<file path="src/rtl/ifetch_stream.sv">
// ifetch_stream: instruction-fetch unit with a DEPTH-entry PC-tagged fetch buffer.
// Drives a 1-cycle-latency synchronous instruction memory. Each returned word is
// tagged with its PC and handed to decode over valid/ready. A branch redirect
// flushes the buffer and drops the in-flight response. While the UART uploader
// owns the memory port, fetch is idle and the upload write port is passed through.
// Note: rst_n is active-high (1 = reset) in spite of its name.
module ifetch_stream #(
    parameter int ADDR_W   = 14,
    parameter int DATA_W   = 32,
    parameter int DEPTH    = 4,
    parameter int RESET_PC = 0,
    parameter int PC_STEP  = 1
) (
    input  logic              clk,
    input  logic              rst_n,
    input  logic              redirect_i,
    input  logic [ADDR_W-1:0] redirect_addr_i,
    output logic [DATA_W-1:0] instr_o,
    output logic [ADDR_W-1:0] pc_o,
    output logic              valid_o,
    input  logic              ready_i,
    output logic              imem_en_o,
    output logic              imem_we_o,
    output logic [ADDR_W-1:0] imem_addr_o,
    output logic [DATA_W-1:0] imem_wdata_o,
    input  logic [DATA_W-1:0] imem_rdata_i,
    input  logic              upg_rst_i,
    input  logic              upg_wen_i,
    input  logic [ADDR_W-1:0] upg_addr_i,
    input  logic [DATA_W-1:0] upg_data_i,
    input  logic              upg_done_i,
    output logic              prog_mode_o
);

    localparam int PTR_W = (DEPTH > 1) ? $clog2(DEPTH) : 1;
    localparam int CNT_W = PTR_W + 1;
    localparam int OCC_W = CNT_W + 1;

    localparam logic [ADDR_W-1:0] PC_RST    = ADDR_W'(RESET_PC);
    localparam logic [ADDR_W-1:0] PC_INC    = ADDR_W'(PC_STEP);
    localparam logic [OCC_W-1:0]  OCC_DEPTH = OCC_W'(DEPTH);
    localparam logic [PTR_W-1:0]  PTR_ONE   = PTR_W'(1);
    localparam logic [CNT_W-1:0]  CNT_ONE   = CNT_W'(1);

    // Fetch-side state
    logic [ADDR_W-1:0] r_pc;
    logic [ADDR_W-1:0] r_tag;
    logic              r_inflight;

    // Buffer state
    logic [CNT_W-1:0]  r_count;
    logic [PTR_W-1:0]  r_rd_ptr;
    logic [PTR_W-1:0]  r_wr_ptr;
    logic [DATA_W-1:0] r_buf_instr [DEPTH];
    logic [ADDR_W-1:0] r_buf_pc    [DEPTH];

    logic              w_run;
    logic              w_flush;
    logic              w_valid;
    logic              w_pop;
    logic              w_push;
    logic              w_issue;
    logic [OCC_W-1:0]  w_occ;

    // Run when the uploader is idle or has finished; otherwise it owns the port.
    assign w_run       = upg_rst_i | upg_done_i;
    assign prog_mode_o = ~w_run;

    // A redirect or upload mode throws away everything buffered or in flight.
    assign w_flush = ~w_run | redirect_i;

    // The head is hidden during a redirect cycle so a stale word is never consumed.
    assign w_valid = ~rst_n & (r_count != '0) & ~redirect_i & w_run;
    assign w_pop   = w_valid & ready_i;
    assign w_push  = r_inflight & ~w_flush;

    // Occupancy after this cycle's pop, counting the word still in the memory
    // pipeline, so an issued request always has a free slot when it returns.
    assign w_occ = {1'b0, r_count}
                 + {{CNT_W{1'b0}}, r_inflight}
                 - {{CNT_W{1'b0}}, w_pop};

    assign w_issue = ~rst_n & w_run & ~redirect_i & (w_occ < OCC_DEPTH);

    // PC, request tag and in-flight flag
    always_ff @(posedge clk or posedge rst_n) begin
        if (rst_n) begin
            r_pc       <= PC_RST;
            r_tag      <= PC_RST;
            r_inflight <= 1'b0;
        end else begin
            r_inflight <= w_issue;
            if (w_issue) begin
                r_tag <= r_pc;
            end
            if (!w_run) begin
                r_pc <= PC_RST;
            end else if (redirect_i) begin
                r_pc <= redirect_addr_i;
            end else if (w_issue) begin
                r_pc <= r_pc + PC_INC;
            end
        end
    end

    // Buffer occupancy and read/write pointers
    always_ff @(posedge clk or posedge rst_n) begin
        if (rst_n) begin
            r_count  <= '0;
            r_rd_ptr <= '0;
            r_wr_ptr <= '0;
        end else if (w_flush) begin
            r_count  <= '0;
            r_rd_ptr <= '0;
            r_wr_ptr <= '0;
        end else begin
            if (w_push) begin
                r_wr_ptr <= r_wr_ptr + PTR_ONE;
            end
            if (w_pop) begin
                r_rd_ptr <= r_rd_ptr + PTR_ONE;
            end
            if (w_push && !w_pop) begin
                r_count <= r_count + CNT_ONE;
            end else if (!w_push && w_pop) begin
                r_count <= r_count - CNT_ONE;
            end
        end
    end

    // Buffer storage; contents are qualified by r_count so no reset is needed
    always_ff @(posedge clk) begin
        if (w_push) begin
            r_buf_instr[r_wr_ptr] <= imem_rdata_i;
            r_buf_pc[r_wr_ptr]    <= r_tag;
        end
    end

    // Memory port: fetch reads in run mode, uploader writes pass straight through otherwise
    always_comb begin
        imem_en_o    = 1'b0;
        imem_we_o    = 1'b0;
        imem_addr_o  = r_pc;
        imem_wdata_o = '0;
        if (w_run) begin
            imem_en_o = w_issue;
        end else begin
            imem_en_o    = ~rst_n & upg_wen_i;
            imem_we_o    = ~rst_n & upg_wen_i;
            imem_addr_o  = upg_addr_i;
            imem_wdata_o = upg_data_i;
        end
    end

    // Decode-side view of the buffer head
    always_comb begin
        valid_o = w_valid;
        instr_o = r_buf_instr[r_rd_ptr];
        pc_o    = r_buf_pc[r_rd_ptr];
    end

endmodule

</file>
<file path="config.mk">
export PLATFORM = sky130hd
export DESIGN_NAME = ifetch_stream
export DESIGN_NICKNAME = d
export VERILOG_FILES = /design/src/rtl/ifetch_stream.sv
export SDC_FILE = /design/constraint.sdc
export NUM_CORES = 1
export LEC_CHECK = 0
export CAP_MARGIN = 20
export CORE_ASPECT_RATIO = 1.75
export CORE_MARGIN = 5
export CORE_UTILIZATION = 51
export CTS_CLUSTER_SIZE = 28
export DETAILED_ROUTE_END_ITERATION = 10
export HOLD_SLACK_MARGIN = 0.08
export PLACE_DENSITY_LB_ADDON = 0.05
export SLEW_MARGIN = 20
export SYNTH_ARGS = -nofsm -noshare
export SYNTH_HDL_FRONTEND = slang
export SYNTH_SLANG_ARGS = --single-unit
</file>
<file path="constraint.sdc">
create_clock -name clk -period 13.2 [get_ports clk]
set_input_delay 3.3 -clock clk [delete_from_list [all_inputs] [get_ports clk]]
set_output_delay 3.3 -clock clk [all_outputs]
set_load 0.03 [all_outputs]
</file>
# Word-level counts from Yosys, hierarchy flattened
# Memories as Yosys holds them, arrays and structs flattened.
# Index checks and enable logic that the tools add are counted.
classes:
  add_sub_neg: 7
  magnitude_cmp: 1
  n_eq_ne: 1
  n_mux: 16
  bitwise_logic: 15
  n_reduce_logical: 8
ops:
  columns: ["operator", "count"]
  rows:
  - ["14-bit 2-to-1 mux", 4]
  - ["32-bit 2-to-1 mux", 1]
  - ["14-bit by 1-bit adder with 14-bit output (second input constant)", 1]
  - ["1-bit AND", 9]
  - ["3-bit 2-to-1 mux", 3]
  - ["2-bit 2-to-1 mux", 4]
  - ["3-bit nonzero test", 2]
  - ["2-bit by 1-bit adder with 2-bit output (second input constant)", 2]
  - ["3-bit by 1-bit adder with 4-bit output", 1]
  - ["4-bit by 3-bit < comparator with 1-bit output (second input constant)", 1]
  - ["1-bit 2-to-1 mux", 4]
  - ["1-bit NOT", 4]
  - ["2-bit nonzero test", 2]
  - ["4-bit by 1-bit subtractor with 4-bit output", 1]
  - ["3-bit by 1-bit adder with 3-bit output (second input constant)", 1]
  - ["3-bit by 2-bit inequality test with 1-bit output (second input constant)", 1]
  - ["3-bit by 1-bit subtractor with 3-bit output (second input constant)", 1]
  - ["1-bit logical AND", 2]
  - ["1-bit logical NOT", 2]
  - ["1-bit OR", 2]
word_totals:
  reg_bits: 36
  ramBits: 184
  n_memories: 2
memory_table:
  columns: ["memory", "words", "word_bits", "read_ports", "rd_ports_with_merged_regs", "write_ports", "line_no", "source"]
  rows:
  - ["r_buf_instr", 4, 32, 1, 0, 1, "54", "logic [DATA_W-1:0] r_buf_instr [DEPTH];"]
  - ["r_buf_pc", 4, 14, 1, 0, 1, "55", "logic [ADDR_W-1:0] r_buf_pc [DEPTH];"]

# Logic depth before layout (Yosys ltp)
logic_depth:
  depth_word: 11
  ltp_mapped: 12
  mapped_depth_nobuf: 10

# Worst setup path after synthesis
# Ideal clock, no wire load.
synth_path:
  kind: "input to output"
  startpoint: "input port redirect_i"
  endpoint: "output port imem_en_o"
  arrival_time_ns: 6.165
  path_slack_ns: 3.735
  path_stages: 11
  cell_sequence: "o21bai_1 nor4_2 ha_1 inv_1 ha_1 and3b_2 or4b_4 buf_6 a21oi_4 buf_4 or2_2"
synth_between:
  elab_chain_cells: 8
synth_lines:
  columns: ["element", "line_no", "source"]
  rows:
  - ["start, declared", "16", "input logic redirect_i,"]
  - ["1-bit NOT (*)", "73, 83", null]
  - ["1-bit AND (2 in a row)", "73", "assign w_valid = ~rst_n & (r_count != '0) & ~redirect_i & w_run;"]
  - ["1-bit AND", "74", "assign w_pop = w_valid & ready_i;"]
  - ["4-bit by 1-bit subtractor with 4-bit output", "81", "- {{CNT_W{1'b0}}, w_pop};"]
  - ["4-bit by 3-bit < comparator with 1-bit output", "83", "assign w_issue = ~rst_n & w_run & ~redirect_i & (w_occ < OCC_DEPTH);"]
  - ["1-bit AND (*)", "83", null]
  - ["named net w_issue", "62", "logic w_issue;"]
  - ["1-bit 2-to-1 mux (*)", "145", "if (w_run) begin"]
  - ["end, declared", "22", "output logic imem_en_o,"]
# The timed path passes the listed nets; every way through them passes the cells marked *.

# Worst setup path in the final report
layout_path:
  startpoint: "input port redirect_i"
  endpoint: "output port imem_en_o"
layout_between:
  elab_chain_cells: 8
layout_lines:
  columns: ["element", "line_no"]
  rows:
  - ["1-bit NOT (*)", "73, 83"]
  - ["1-bit AND (2 in a row)", "73"]
  - ["1-bit AND", "74"]
  - ["4-bit by 1-bit subtractor with 4-bit output", "81"]
  - ["4-bit by 3-bit < comparator with 1-bit output", "83"]
  - ["1-bit AND (*)", "83"]
  - ["1-bit 2-to-1 mux (*)", "145"]
# Mark *: on every way between the ends. The rest lies on a longest branch, timed or not.

==> flow_metrics.tcl <==
set metrics [dict create \
    post_cts_buffers 0 \
    area_delta_synth_final_pct 31.8 \
    p_leak_nw 4.06 \
    numCtsBuffers 20 \
    yosys.area.top_type "edfxtp_1" \
    ys_warn_count 0 \
    synth.most_common_cell "edfxtp_1" \
    synth_cell_types 48 \
    synth_cells 514 \
    via_per_inst 5.46 \
    ir_drop_v 0.0000896 \
    root_buffer "clkbuf_16" \
    critical_path_class "in2out" \
    fin_util 0.683 \
    hold_slack_ns 0.520 \
    grtUsageTotal 0.186 \
    multi_input_area_mm2 0.00245 \
    synth_top_cell_area_share 0.610 \
    htree_levels 1 \
    clkTransAtPathRegs_ns 0.06 \
    clock-sinks 220 \
    vias 5226 \
    crit_arrival_ns 7.67 \
    drc 0 \
    regArea_mm2 0.00643 \
    post-route-period-util 0.831 \
    fillerInstances 1262 \
    tns_ns 0 \
    place.gp.congestion 0.905 \
    power_density_mw_per_mm2 145 \
    stdcell_count 957 \
    initial_core_util 0.518 \
    clock_skew_ns 0.00483 \
    syn_area_mm2 0.00905 \
    insertedDiodeCount 0 \
    synth-async-reset-ratio 0.164 \
    grt_pass1_wl_um 30600 \
    placed_cells 921 \
    finalSetupViolations 0 \
    netlist_top_cells_area "edfxtp_1 (61%), mux4_2 (11%), dfrtp_1 (10%)" \
    holdBufCountCts 0 \
    min_period_ns 10.97 \
    worstSkewPairLatency_ns 0.48 \
    status "complete, no violations" \
    cap_violations 0 \
    ys_seq_area_frac 0.710 \
    post_drt_wl_per_cell_um 19.9 \
    grt_max_degree 51 \
    max_clock_freq_mhz 91.1 \
    final-hold-violation-count 0 \
    slew_headroom 0.333 \
    synth_area_per_cell_um2 17.6 \
    grt_antenna_before_repair 0 \
    nets 820 \
    r2r-start "r_count[2]$_DFFE_PP0P_" \
    die_width_um 111 \
    clock_path_buffers 3 \
    post-dp-hpwl_um 12900 \
    hp-class "reg2reg" \
    core_mm2 0.0175 \
    synthTopCellsByCount "edfxtp_1 (184), nand2_1 (48), mux4_2 (46)" \
    syn-num-nets 622 \
    cts_tree "done" \
    die_y_um 186 \
    grt_pass1_vias 5806 \
    synth-seq-cells 220 \
    first_iter_violations 197 \
    die_area_mm2 0.0206 \
    end_kind "output port" \
    grt-ovfl-total 0 \
    dr.pass1.iters 6 \
    worst_pin_slew_ns 0.991 \
    port_buffers 194 \
    io_pins 195 \
    start_kind "input pin" \
    cp_max_fo 17 \
    rows 64 \
    rsz0062_at_grt "no" \
    holdCritStartpoint "r_tag[9]$_DFFE_PP0P_" \
    place_area_mm2 0.0112 \
    cts_resized 0 \
    drtAntennaViolNets 0 \
    final_area_mm2 0.0119 \
    synth-edff-count 184 \
    dominantRegCellSynth "edfxtp_1" \
    routed_wirelength_um 19100 \
    cp.required_ns 9.90 \
    crit_start "redirect_i" \
    layout-drive-gt1-share 0.164 \
    finalMaxSlewViolations 0 \
]
## routing by layer
metal	GRT usage	wire length [um]
met2	0.361	10800
met4	0.0621	463
met3	0.0376	1040
met5	0	0
met1	0.202	6700
## power breakdown
group	switching, mW	internal [mW]
Combinational	0.128	0.123
Sequential	0.0474	0.817
Clock	0.240	0.376
## kinds of logic (layout without fill, tap and decap cells)
kind of cell | after synthesis | count (layout) | share of synthesized area
adders and majority gates | 9 | 9 | 0.0133
xor gates and xnor gates | 15 | 15 | 0.0145
buffers and inverters | 36 | 248 | 0.0196
DFF | 220 | 220 | 0.710
muxes | 62 | 62 | 0.134
AOI/OAI and AO/OA | 49 | 49 | 0.0394
and+or+nand+nor | 123 | 123 | 0.0691
## metrics by stage
step	power [mW]	setup WS, ns
4_1_cts	1.75	2.18
2_1_floorplan	1.02	3.73
3_5_place_dp	1.13	2.19
5_1_grt	1.81	1.94
3_3_place_gp	1.12	2.30
6_report	1.73	2.23
## final timing paths
check | end | slack (ns) | depth (start not counted)
min reg2reg | r_buf_pc[2][9]$_DFFE_PP_ | 0.52 | 0
min | r_buf_pc[2][9]$_DFFE_PP_ | 0.52 | 0
max in group asynchronous | r_rd_ptr[0]$_DFFE_PP0P_ | 9.39 | 3
min in group asynchronous | r_pc[13]$_DFFE_PP0P_ | 3.44 | 3
max | imem_en_o | 2.23 | 12
max reg2reg | r_pc[9]$_DFFE_PP0P_ | 9.42 | 10
## area by class of cell
type	count	area share
Sequential cell	220	0.539
Multi-Input combinational cell	258	0.206
Timing Repair Buffer	201	0.167
Clock buffer	22	0.0452
Tap cell	231	0.0242
Clock inverter	14	0.0151
Inverter	11	0.00346
## state kept, by name, indices dropped and copies added, names as in the netlist
| register | cells |
|---|---|
| r_buf_pc | 56 |
| r_pc | 14 |
| r_inflight | 1 |
| r_wr_ptr | 2 |
| r_count | 3 |
| r_buf_instr | 128 |
| r_rd_ptr | 2 |
| r_tag | 14 |
## layout by cell type (no fill, tap or decap), types with 12 or more instances in the layout
cell type          n
nand2_1           48
o21ai_0           16
mux4_2            46
mux2_2            14
edfxtp_1         184
clkdlybuf4s50_1  194
a21oi_1           13
and2_1            32
nor2_1            12
clkbuf_16         21
dfrtp_1           34
## critical path, cell delays in order
cell and delay (ns):
clkdlybuf4s50_1 0.53, o21bai_1 0.21, buf_4 0.19, nor4_2 0.62, ha_1 0.26, inv_1 0.04
ha_1 0.26, and3b_2 0.24, or4b_4 0.62, a21oi_4 0.51, or2_2 0.21, clkdlybuf4s50_1 0.66
Power figures use the tool's default switching activity.
